## src/rtl/draw_seq_pkg.sv

```systemverilog
// draw_seq_pkg: shared state encoding, sizes and stage decode
// for the draw_sequencer frame controller.
package draw_seq_pkg;

  typedef enum logic [3:0] {
    S_IDLE   = 4'd0,
    S_CLEAR  = 4'd1,
    S_BG     = 4'd2,
    S_LEFT   = 4'd3,
    S_RIGHT  = 4'd4,
    S_BALL   = 4'd5,
    S_LGOAL  = 4'd6,
    S_RGOAL  = 4'd7,
    S_GROUND = 4'd8,
    S_FDONE  = 4'd9,
    S_WAIT   = 4'd10
  } state_e;

  localparam int NUM_STAGES   = 7;
  localparam int WDOG_DEFAULT = 131072;
  localparam int WDOG_W       = 18;
  localparam int TICK_W       = 8;
  localparam int OVR_W        = 8;

  // Bit i is the request for stage i, BG first, GROUND last.
  function automatic logic [NUM_STAGES-1:0] stage_onehot(
    input state_e s
  );
    logic [NUM_STAGES-1:0] v;
    v = '0;
    unique case (s)
      S_BG:     v[0] = 1'b1;
      S_LEFT:   v[1] = 1'b1;
      S_RIGHT:  v[2] = 1'b1;
      S_BALL:   v[3] = 1'b1;
      S_LGOAL:  v[4] = 1'b1;
      S_RGOAL:  v[5] = 1'b1;
      S_GROUND: v[6] = 1'b1;
      default:  v = '0;
    endcase
    return v;
  endfunction

endpackage

```

## src/rtl/draw_sequencer_pacer.sv

```systemverilog
// frame_pacer: one-deep tick pending latch, redraw divider
// and saturating overrun counter for draw_sequencer.
// Ports: clk, rst_n, busy, in_wait, frame_tick -> advance
// (combinational, WAIT only), overrun_cnt.
module frame_pacer
  import draw_seq_pkg::*;
#(
  parameter int FRAME_DIV = 1
) (
  input  logic             clk,
  input  logic             rst_n,
  input  logic             busy,
  input  logic             in_wait,
  input  logic             frame_tick,
  output logic             advance,
  output logic [OVR_W-1:0] overrun_cnt
);

  if (FRAME_DIV < 1 || FRAME_DIV > 255) begin : g_bad_div
    $error("frame_pacer: FRAME_DIV must be 1..255");
  end

  localparam logic [TICK_W:0] DIV = (TICK_W+1)'(FRAME_DIV);

  logic              pend_q, pend_d;
  logic [TICK_W-1:0] cnt_q, cnt_d;
  logic [OVR_W-1:0]  ovr_q, ovr_d;
  logic [TICK_W:0]   sum;

  // In WAIT a live tick and the pending credit both count,
  // so one cycle can add two.
  always_comb begin
    sum = {1'b0, cnt_q}
        + (TICK_W+1)'(frame_tick)
        + (TICK_W+1)'(pend_q);
    advance = in_wait && (sum >= DIV);
    pend_d  = pend_q;
    cnt_d   = cnt_q;
    ovr_d   = ovr_q;
    if (in_wait) begin
      pend_d = 1'b0;
      cnt_d  = advance ? '0 : sum[TICK_W-1:0];
    end else if (busy && frame_tick) begin
      pend_d = 1'b1;
      if (pend_q && ovr_q != '1) begin
        ovr_d = ovr_q + OVR_W'(1);
      end
    end
  end

  always_ff @(posedge clk or negedge rst_n) begin
    if (!rst_n) begin
      pend_q <= 1'b0;
      cnt_q  <= '0;
      ovr_q  <= '0;
    end else begin
      pend_q <= pend_d;
      cnt_q  <= cnt_d;
      ovr_q  <= ovr_d;
    end
  end

  assign overrun_cnt = ovr_q;

endmodule

```

## src/rtl/draw_sequencer.sv

```systemverilog
// draw_sequencer: per-frame stage sequencer for the sprite
// datapath, paced by frame_tick through frame_pacer.
// Inputs: Clock, Resetn (async low), go, frame_tick,
// DoneDraw* sticky flags. Outputs: draw_* requests (one-hot0),
// dp_clear, frame_done, busy, overrun_cnt, err_timeout.
// Optional stage watchdog: define DRAW_SEQ_WATCHDOG_EN.
module draw_sequencer
  import draw_seq_pkg::*;
#(
  parameter int FRAME_DIV   = 1,
  parameter int WDOG_CYCLES = WDOG_DEFAULT
) (
  input  logic       Clock,
  input  logic       Resetn,
  input  logic       go,
  input  logic       frame_tick,
  input  logic       DoneDrawBackground,
  input  logic       DoneDrawLPlayer,
  input  logic       DoneDrawRPlayer,
  input  logic       DoneDrawBall,
  input  logic       DoneDrawLGoal,
  input  logic       DoneDrawRGoal,
  input  logic       DoneDrawGround,
  output logic       draw_background,
  output logic       draw_left,
  output logic       draw_right,
  output logic       draw_ball,
  output logic       draw_lgoal,
  output logic       draw_rgoal,
  output logic       draw_ground,
  output logic       dp_clear,
  output logic       frame_done,
  output logic       busy,
  output logic [7:0] overrun_cnt,
  output logic       err_timeout
);

  if (WDOG_CYCLES < 2 || WDOG_CYCLES > (1 << WDOG_W))
  begin : g_bad_wdog
    $error("draw_sequencer: WDOG_CYCLES out of range");
  end

  state_e                state_q, state_d;
  logic [NUM_STAGES-1:0] draw_vec, done_vec;
  logic                  stage_done;
  logic                  wdog_to;
  logic                  in_wait;
  logic                  advance;

  assign done_vec = {
    DoneDrawGround, DoneDrawRGoal, DoneDrawLGoal,
    DoneDrawBall, DoneDrawRPlayer, DoneDrawLPlayer,
    DoneDrawBackground
  };

  assign draw_vec   = stage_onehot(state_q);
  assign stage_done = |(draw_vec & done_vec);

  always_comb begin
    state_d = state_q;
    unique case (state_q)
      S_IDLE:  if (go) state_d = S_CLEAR;
      S_CLEAR: state_d = S_BG;
      S_BG, S_LEFT, S_RIGHT, S_BALL,
      S_LGOAL, S_RGOAL, S_GROUND: begin
        // Stage states are contiguous; GROUND+1 is FDONE.
        if (stage_done || wdog_to) begin
          state_d = state_e'(state_q + 4'd1);
        end
      end
      S_FDONE: state_d = go ? S_WAIT : S_IDLE;
      S_WAIT: begin
        if (!go)          state_d = S_IDLE;
        else if (advance) state_d = S_CLEAR;
      end
      default: state_d = S_IDLE;
    endcase
  end

  always_ff @(posedge Clock or negedge Resetn) begin
    if (!Resetn) state_q <= S_IDLE;
    else         state_q <= state_d;
  end

  assign draw_background = draw_vec[0];
  assign draw_left       = draw_vec[1];
  assign draw_right      = draw_vec[2];
  assign draw_ball       = draw_vec[3];
  assign draw_lgoal      = draw_vec[4];
  assign draw_rgoal      = draw_vec[5];
  assign draw_ground     = draw_vec[6];
  assign dp_clear        = (state_q == S_CLEAR);
  assign frame_done      = (state_q == S_FDONE);
  assign in_wait         = (state_q == S_WAIT);
  assign busy = !(state_q == S_IDLE || in_wait);

  frame_pacer #(
    .FRAME_DIV (FRAME_DIV)
  ) u_pacer (
    .clk         (Clock),
    .rst_n       (Resetn),
    .busy        (busy),
    .in_wait     (in_wait),
    .frame_tick  (frame_tick),
    .advance     (advance),
    .overrun_cnt (overrun_cnt)
  );

`ifdef DRAW_SEQ_WATCHDOG_EN
  localparam logic [WDOG_W-1:0] WDOG_LAST =
    WDOG_W'(WDOG_CYCLES - 1);

  logic [WDOG_W-1:0] wdog_q, wdog_d;
  logic              err_q, err_d;

  assign wdog_to = (|draw_vec) && !stage_done
                && (wdog_q == WDOG_LAST);

  // Restart on every state change so each stage gets a
  // full budget.
  always_comb begin
    wdog_d = wdog_q + WDOG_W'(1);
    if (!(|draw_vec) || state_d != state_q) wdog_d = '0;
    err_d = err_q | wdog_to;
  end

  always_ff @(posedge Clock or negedge Resetn) begin
    if (!Resetn) begin
      wdog_q <= '0;
      err_q  <= 1'b0;
    end else begin
      wdog_q <= wdog_d;
      err_q  <= err_d;
    end
  end

  assign err_timeout = err_q;
`else
  assign wdog_to     = 1'b0;
  assign err_timeout = 1'b0;
`endif

endmodule

```

## config.mk

```make
export PLATFORM = sky130hd
export DESIGN_NAME = draw_sequencer
export DESIGN_NICKNAME = d
export VERILOG_FILES = /design/src/rtl/draw_seq_pkg.sv /design/src/rtl/draw_sequencer_pacer.sv /design/src/rtl/draw_sequencer.sv
export SDC_FILE = /design/constraint.sdc
export NUM_CORES = 1
export LEC_CHECK = 0
export ABC_AREA = 1
export BUFFER_PORTS_ARGS = -buffer_cell sky130_fd_sc_hd__buf_2
export CORE_MARGIN = 8
export CORE_UTILIZATION = 40
export DETAILED_ROUTE_END_ITERATION = 8
export GPL_ROUTABILITY_DRIVEN = 0
export PLACE_DENSITY = 0.66
export SLEW_MARGIN = 10
export SYNTH_ARGS = -nofsm -noshare
export SYNTH_HDL_FRONTEND = slang
export SYNTH_HIERARCHICAL = 1
export SYNTH_SLANG_ARGS = --single-unit
```

## constraint.sdc

```tcl
create_clock -name Clock -period 6 [get_ports Clock]
set_input_delay 0.3 -clock Clock [delete_from_list [all_inputs] [get_ports Clock]]
set_output_delay 0.3 -clock Clock [all_outputs]
set_load 0.005 [all_outputs]
```

* Yosys cells after proc, flatten, opt, wreduce, memory -nomap -nowiden
Index checks and enable logic that the tools add are counted.
** Operators by class
- Add/sub/neg operators :: 4
- $lt $le $gt $ge :: 1
- Eq/ne operators :: 14
- Muxes and demuxes :: 16
- Bitwise gates (word level) :: 2
- Reductions and logical operators :: 11
** Operator list (count)
- $mux W4 :: 5
- $pmux W4 S5 :: 1
- $eq A4 B3 Y1 const B :: 4
- $reduce_or A7 Y1 :: 2
- $eq A4 B4 Y1 const B :: 3
- $add A8 B1 Y9 :: 1
- $add A9 B1 Y9 :: 1
- $ge A9 B1 Y1 const B :: 1
- $mux W1 :: 9
- $add A8 B1 Y8 const B :: 1
- $eq A4 B2 Y1 const B :: 2
- $mux W8 :: 1
- $ne A8 B8 Y1 const B :: 1
- $and A7 B7 Y7 :: 1
- $reduce_and A3 Y1 :: 2
- $add A4 B1 Y4 const B :: 1
- $eq A4 B1 Y1 const B :: 1
- $logic_not A4 Y1 :: 1
- $ne A2 B2 Y1 const B :: 2
- $logic_and A1 B1 Y1 :: 3
- $ne A3 B2 Y1 const B :: 1
- $reduce_bool A2 Y1 :: 1
- $logic_not A1 Y1 :: 1
- $logic_or A1 B1 Y1 :: 1
- $not A1 Y1 :: 1
** Storage, ports and cells
- Flip-flop bits (word level) :: 21

* Depth between registers and ports, before layout
- Depth in word-level cells :: 7
- Depth in mapped cells :: 16
- Mapped depth without buffers :: 16

* Hierarchy
Netlist, hierarchy kept.
** Modules (own cells, without submodules)
- frame_pacer :: instances 1, cells an instance 133, area an instance 973.4 µm², seq. area each 425.4 µm²
- draw_sequencer :: instances 1, cells an instance 89, area an instance 521.8 µm², seq. area each 100.1 µm²

* Worst setup path after synthesis
Ideal clock, no wire load.
- Path kind :: flip-flop to flip-flop
- From :: reg u_pacer.pend_q
- To :: reg state_q[3]
- Arrival :: 2.070 ns
- Required time :: 5.935 ns
- Setup slack :: 3.865 ns
- Cell stages (with the launch flop) :: 15
- Path buffers :: 0
- Clock period less this slack :: 2.135 ns
- Cell sequence :: dfrtp_1 > fa_1 > ha_1 > or2_2 > nor2_1 > nand2_1 > nor2_1 > nand3_1 > nand2_1 > inv_1 > nor2_2 > nor2_2 > nand2_2 > nand2_1 > nand2_1
** On the way
- Longest elaborated chain between the ends :: 5
** Ends and longest elaborated chain
- from (decl) :: RTL line draw_sequencer_pacer.sv:25 : logic pend_q, pend_d;
- from (signal assigned) :: RTL line draw_sequencer_pacer.sv:57 : pend_q <= pend_d;
- $add A9 B1 Y9 :: RTL line draw_sequencer_pacer.sv:35 : + (TICK_W+1)'(pend_q);
- $ge A9 B1 Y1 :: RTL line draw_sequencer_pacer.sv:36 : advance = in_wait && (sum >= DIV);
- $logic_and A1 B1 Y1 :: RTL line draw_sequencer_pacer.sv:36
- net advance :: RTL line draw_sequencer.sv:48 : logic advance;
- $ne A3 B2 Y1 (no source line)
- $reduce_and A3 Y1 (no source line)
- to (signal assigned) :: RTL line draw_sequencer.sv:82 : else state_q <= state_d;
- to (decl) :: RTL line draw_sequencer.sv:43 : state_e state_q, state_d;
The timed path passes the listed nets, and every way through them passes these cells.
A chain may end at the register's enable or synchronous reset.

* Final worst setup path
Same ends and word-level chain as after synthesis.

==> impl_metrics.csv <==
group,metric,value,unit
yosys,synth_top_family_by_area,"simple AND/OR/NAND/NOR gates",
clocking,clk_transition_reported_paths,0.07,ns
clocking,cts_repair_resize_count,0,
critical_path,crit_path_cell_trace,"fa_1 -> ha_1 -> or2_2 -> nor2_1 -> nand2_1 -> nor2_1 -> nand3_1 -> nand2_1 -> inv_1 -> nor2_2 -> nor2_2 -> nand2_2 -> nand2_1 -> nand2_1",
sta,fmaxAchievable,420,MHz
sta,final_min_period_over_clock_period,0.397,
yosys,synth_nets,240,
yosys,post_synth.cell_area_avg,6.74,um2
yosys,synth_cell_types,26,
sta,final.hold.worst_slack,-0.00906,ns
clocking,cts_tree,"done",
place,total_half_perimeter_wirelength_after_legalization_and_detailed_placement,2.63,mm
power,share_clk_of_total_power,0.165,
yosys,yosys_warnings,6,
clocking,clock_tree.root_cell,"clkbuf_8",
drt,remaining_drc_errors,0,
yosys,number_of_storage_elements_in_the_synthesis_netlist,21,
sta,timing.final.hold_violations,21,
critical_path,worstReg2RegEnd,"state_q[3]$_DFFE_PN0P_",
die,core_area,0.00363,mm2
power,totalPowerFinal,0.536,mW
outcome,run_status,"finished with violations",
sta,skew,0.00118,ns
critical_path,worstSetupEndpointType,"register",
clocking,cts.htree.levels,1,
global_route,grt_start_max_net_pins,22,
run,number_of_maximum_capacitance_constraint_violations,0,
global_route,grt_pass1_wl,5.50,mm
yosys,synth_seq_area_share,0.351,
critical_path,worst-r2r-setup-slack,3.62,ns
clocking,cts_post_setup_buffers_inserted,0,
clocking,worstSkewPairLatency,0.25,ns
critical_path,critical_path_class,"register to register",
sta,layout_min_cycle_time,2.38,ns
critical_path,critical_path_peak_fanout,5,
critical_path,critical-path-max-stage-delay,0.48,ns
drt,postRouteWirelength,3.32,mm
drt,wire_per_inst,11.2,um
clocking,cts_inserted_buffers,3,
die,io-pin-count,30,
sta,number_of_pins_with_negative_max_slew_slack_in_the_final_report,0,
power,p_switching,0.227,mW
die,fp-row-count,22,
power,irDropWorstVdd,199,uV
drt,detail_route.first_pass.iterations,4,
power,share_comb_of_total_power,0.460,
layout,antennaDiodeCount,0,
drt,routed-via-count,1398,
drt,drtAntennaViolNets,0,
critical_path,required_time_of_the_worst_setup_path,6.19,ns
power,total_leakage_power,1.00,nW
power,power.internal,0.309,mW
drt,initialDrtViolationCount,70,
clocking,cts_max_path_buffers,2,
critical_path,crit_path_frequent_cell,"nand2_1",
clocking,cts_hold_repair.buffers,0,
critical_path,rr_worst_depth,14,
place,placedInstanceArea,0.00166,mm2
power,power_density,315,mW/mm2
die,fp.dieW,77.1,um
global_route,grt-ovfl-total,0,
critical_path,critPathArrivalTime,2.58,ns
yosys,synth.cell_area,0.00150,mm2
global_route,number_of_global_route_vias_before_repair,1279,
layout,layout-drive-gt1-share,0.177,
drt,vias_per_cell,4.71,
yosys,muxShareOfSynthArea,0,
clocking,tritoncts_sinks,21,
critical_path,cpMaxStageDelayCell,"fa_1",
layout,finalInstanceArea,0.00171,mm2
power,switching_fraction_of_total_power,0.424,
yosys,synth-compound-area-share,0.0285,
worst_hold_path,hold_path_class,"primary input to async pin",
sta,fin_tns_setup,0,ns
global_route,tot_gr_track_use,0.108,
layout,nNetsFinal,268,
yosys,synth_top_flop_cell,"dfrtp_1",
outcome,violations_in_the_final_reports,"negative hold slack",
sta,setup_viol,0,
die,die_area,0.00595,mm2
critical_path,critical_path.reg2reg.startpoint,"u_pacer/pend_q$_DFFE_PN0P_",
yosys,synthArstFlopShare,1.00,
yosys,post_synth_and_or_nand_nor_area_fraction,0.404,
place,portBuffers,28,
sta,rsz0062_at_grt,"no",
yosys,post_synthesis_cell_count,222,
die,initial_util,0.412,
yosys,post_synth_edffs,0,
yosys,synth-xor-area-share,0.0410,
die,die-height,77.1,um
layout,area_growth_syn_to_layout,14.1,%
global_route,number_of_antenna_violations_at_the_first_check_in_global_routing,0,
yosys,yosys.area_share.adder,0.0636,
critical_path,worst_setup_path_start_kind,"register",
power,seq_power_share,0.374,
flip-flops by register name (all words and copies together) (netlist names):
name / flops
u_pacer/overrun_cnt: 8
u_pacer/pend_q: 1
state_q: 4
u_pacer/cnt_q: 8
cells in the final DEF (no fill, tap or decap):
master | synthesis | layout
fa_1 | 1 | 1
dfrtp_1 | 21 | 21
nand3_2 | 2 | 2
nor2_2 | 6 | 6
o21ai_0 | 4 | 4
clkbuf_8 | 0 | 3
nand2_1 | 74 | 74
o21bai_1 | 1 | 1
nand3_1 | 17 | 17
or2_2 | 1 | 1
nand2_2 | 2 | 2
xor2_1 | 2 | 2
nor2_1 | 27 | 27
xnor2_1 | 5 | 5
clkbuf_1 | 1 | 1
and2_1 | 1 | 1
ha_1 | 6 | 6
a21oi_1 | 1 | 1
conb_1 | 1 | 1
nand3b_1 | 1 | 1
o21ai_1 | 2 | 2
nand4_1 | 8 | 8
inv_1 | 32 | 32
buf_2 | 1 | 28
inv_2 | 2 | 2
through the flow:
| step | hold WS, ns | utilization | setup WS [ns] | instances |
|---|---|---|---|---|
| floorplan | 0.00441 | - | 3.86 | 222 |
| global placement | 0.288 | 0.457 | 3.62 | 293 |
| detailed placement | 0.289 | 0.457 | 3.57 | 293 |
| CTS | 0.0108 | 0.469 | 3.61 | 297 |
| global route | 0.0168 | 0.469 | 3.51 | 297 |
| finish | -0.00906 | 0.469 | 3.62 | 297 |
worst max-delay path by stage:
stage,depth (start not counted),slack (ns),endpoint,start
floorplan,14,3.86,state_q[3]$_DFFE_PN0P_,u_pacer/pend_q$_DFFE_PN0P_
global placement,15,3.62,state_q[2]$_DFFE_PN0P_,frame_tick
detailed placement,15,3.57,state_q[3]$_DFFE_PN0P_,frame_tick
CTS,14,3.61,state_q[3]$_DFFE_PN0P_,u_pacer/pend_q$_DFFE_PN0P_
global route,10,3.51,u_pacer/overrun_cnt[5]$_DFFE_PN0P_,state_q[0]$_DFFE_PN0P_
finish,14,3.62,state_q[3]$_DFFE_PN0P_,u_pacer/pend_q$_DFFE_PN0P_
logic make-up (layout without fill, tap and decap cells):
family,after synthesis,count (layout)
compound gates,8,8
fa+ha+maj,7,7
xor+xnor,7,7
other cells,1,1
buf+inv,39,66
simple gates,139,139
flops,21,21
layer usage:
metal | global-route usage | vias to the layer above | part of all wire
li1 | - | 727 | -
met2 | 0.190 | 22 | 0.51
met3 | 0.0256 | 2 | 0.037
met4 | 0.0245 | 0 | 0.0063
met5 | 0 | - | 0
met1 | 0.128 | 647 | 0.45
synth_stat cells, types with 2 or more instances:
| cell | count | share of area |
|---|---|---|
| nand4_1 | 8 | 0.033 |
| ha_1 | 6 | 0.050 |
| dfrtp_1 | 21 | 0.35 |
| nor2_2 | 6 | 0.025 |
| nand2_2 | 2 | 0.0084 |
| nand3_2 | 2 | 0.013 |
| xnor2_1 | 5 | 0.029 |
| inv_1 | 32 | 0.080 |
| o21ai_0 | 4 | 0.013 |
| inv_2 | 2 | 0.0050 |
| buf_4 | 2 | 0.010 |
| xor2_1 | 2 | 0.012 |
| o21ai_1 | 2 | 0.0067 |
| nor2_1 | 27 | 0.068 |
| nand3_1 | 17 | 0.057 |
| nand2_1 | 74 | 0.19 |
cell type report:
type,count,area (um2)
inverter,34,128
multi-input combinational,162,807
timing repair buffer,28,140
sequential,21,526
fill,394,1930
tap,48,60.1
clock buffer,4,45.0
critical path: cells and delay by family, from the launching register on:
kind          cells  cell delay, ns
simple gates     11            1.08
fa+ha+maj         2            0.79
flops             1            0.41
buf+inv           1            0.05
power by group through the flow:
stage	Combinational (mW)	Sequential, mW	Clock [mW]
floorplan	0.179	0.196	0
global placement	0.249	0.203	0
detailed placement	0.248	0.204	0
CTS	0.250	0.201	0.0926
global route	0.280	0.208	0.101
finish	0.247	0.201	0.0887
Note: power is estimated with default switching activity, not from simulation.
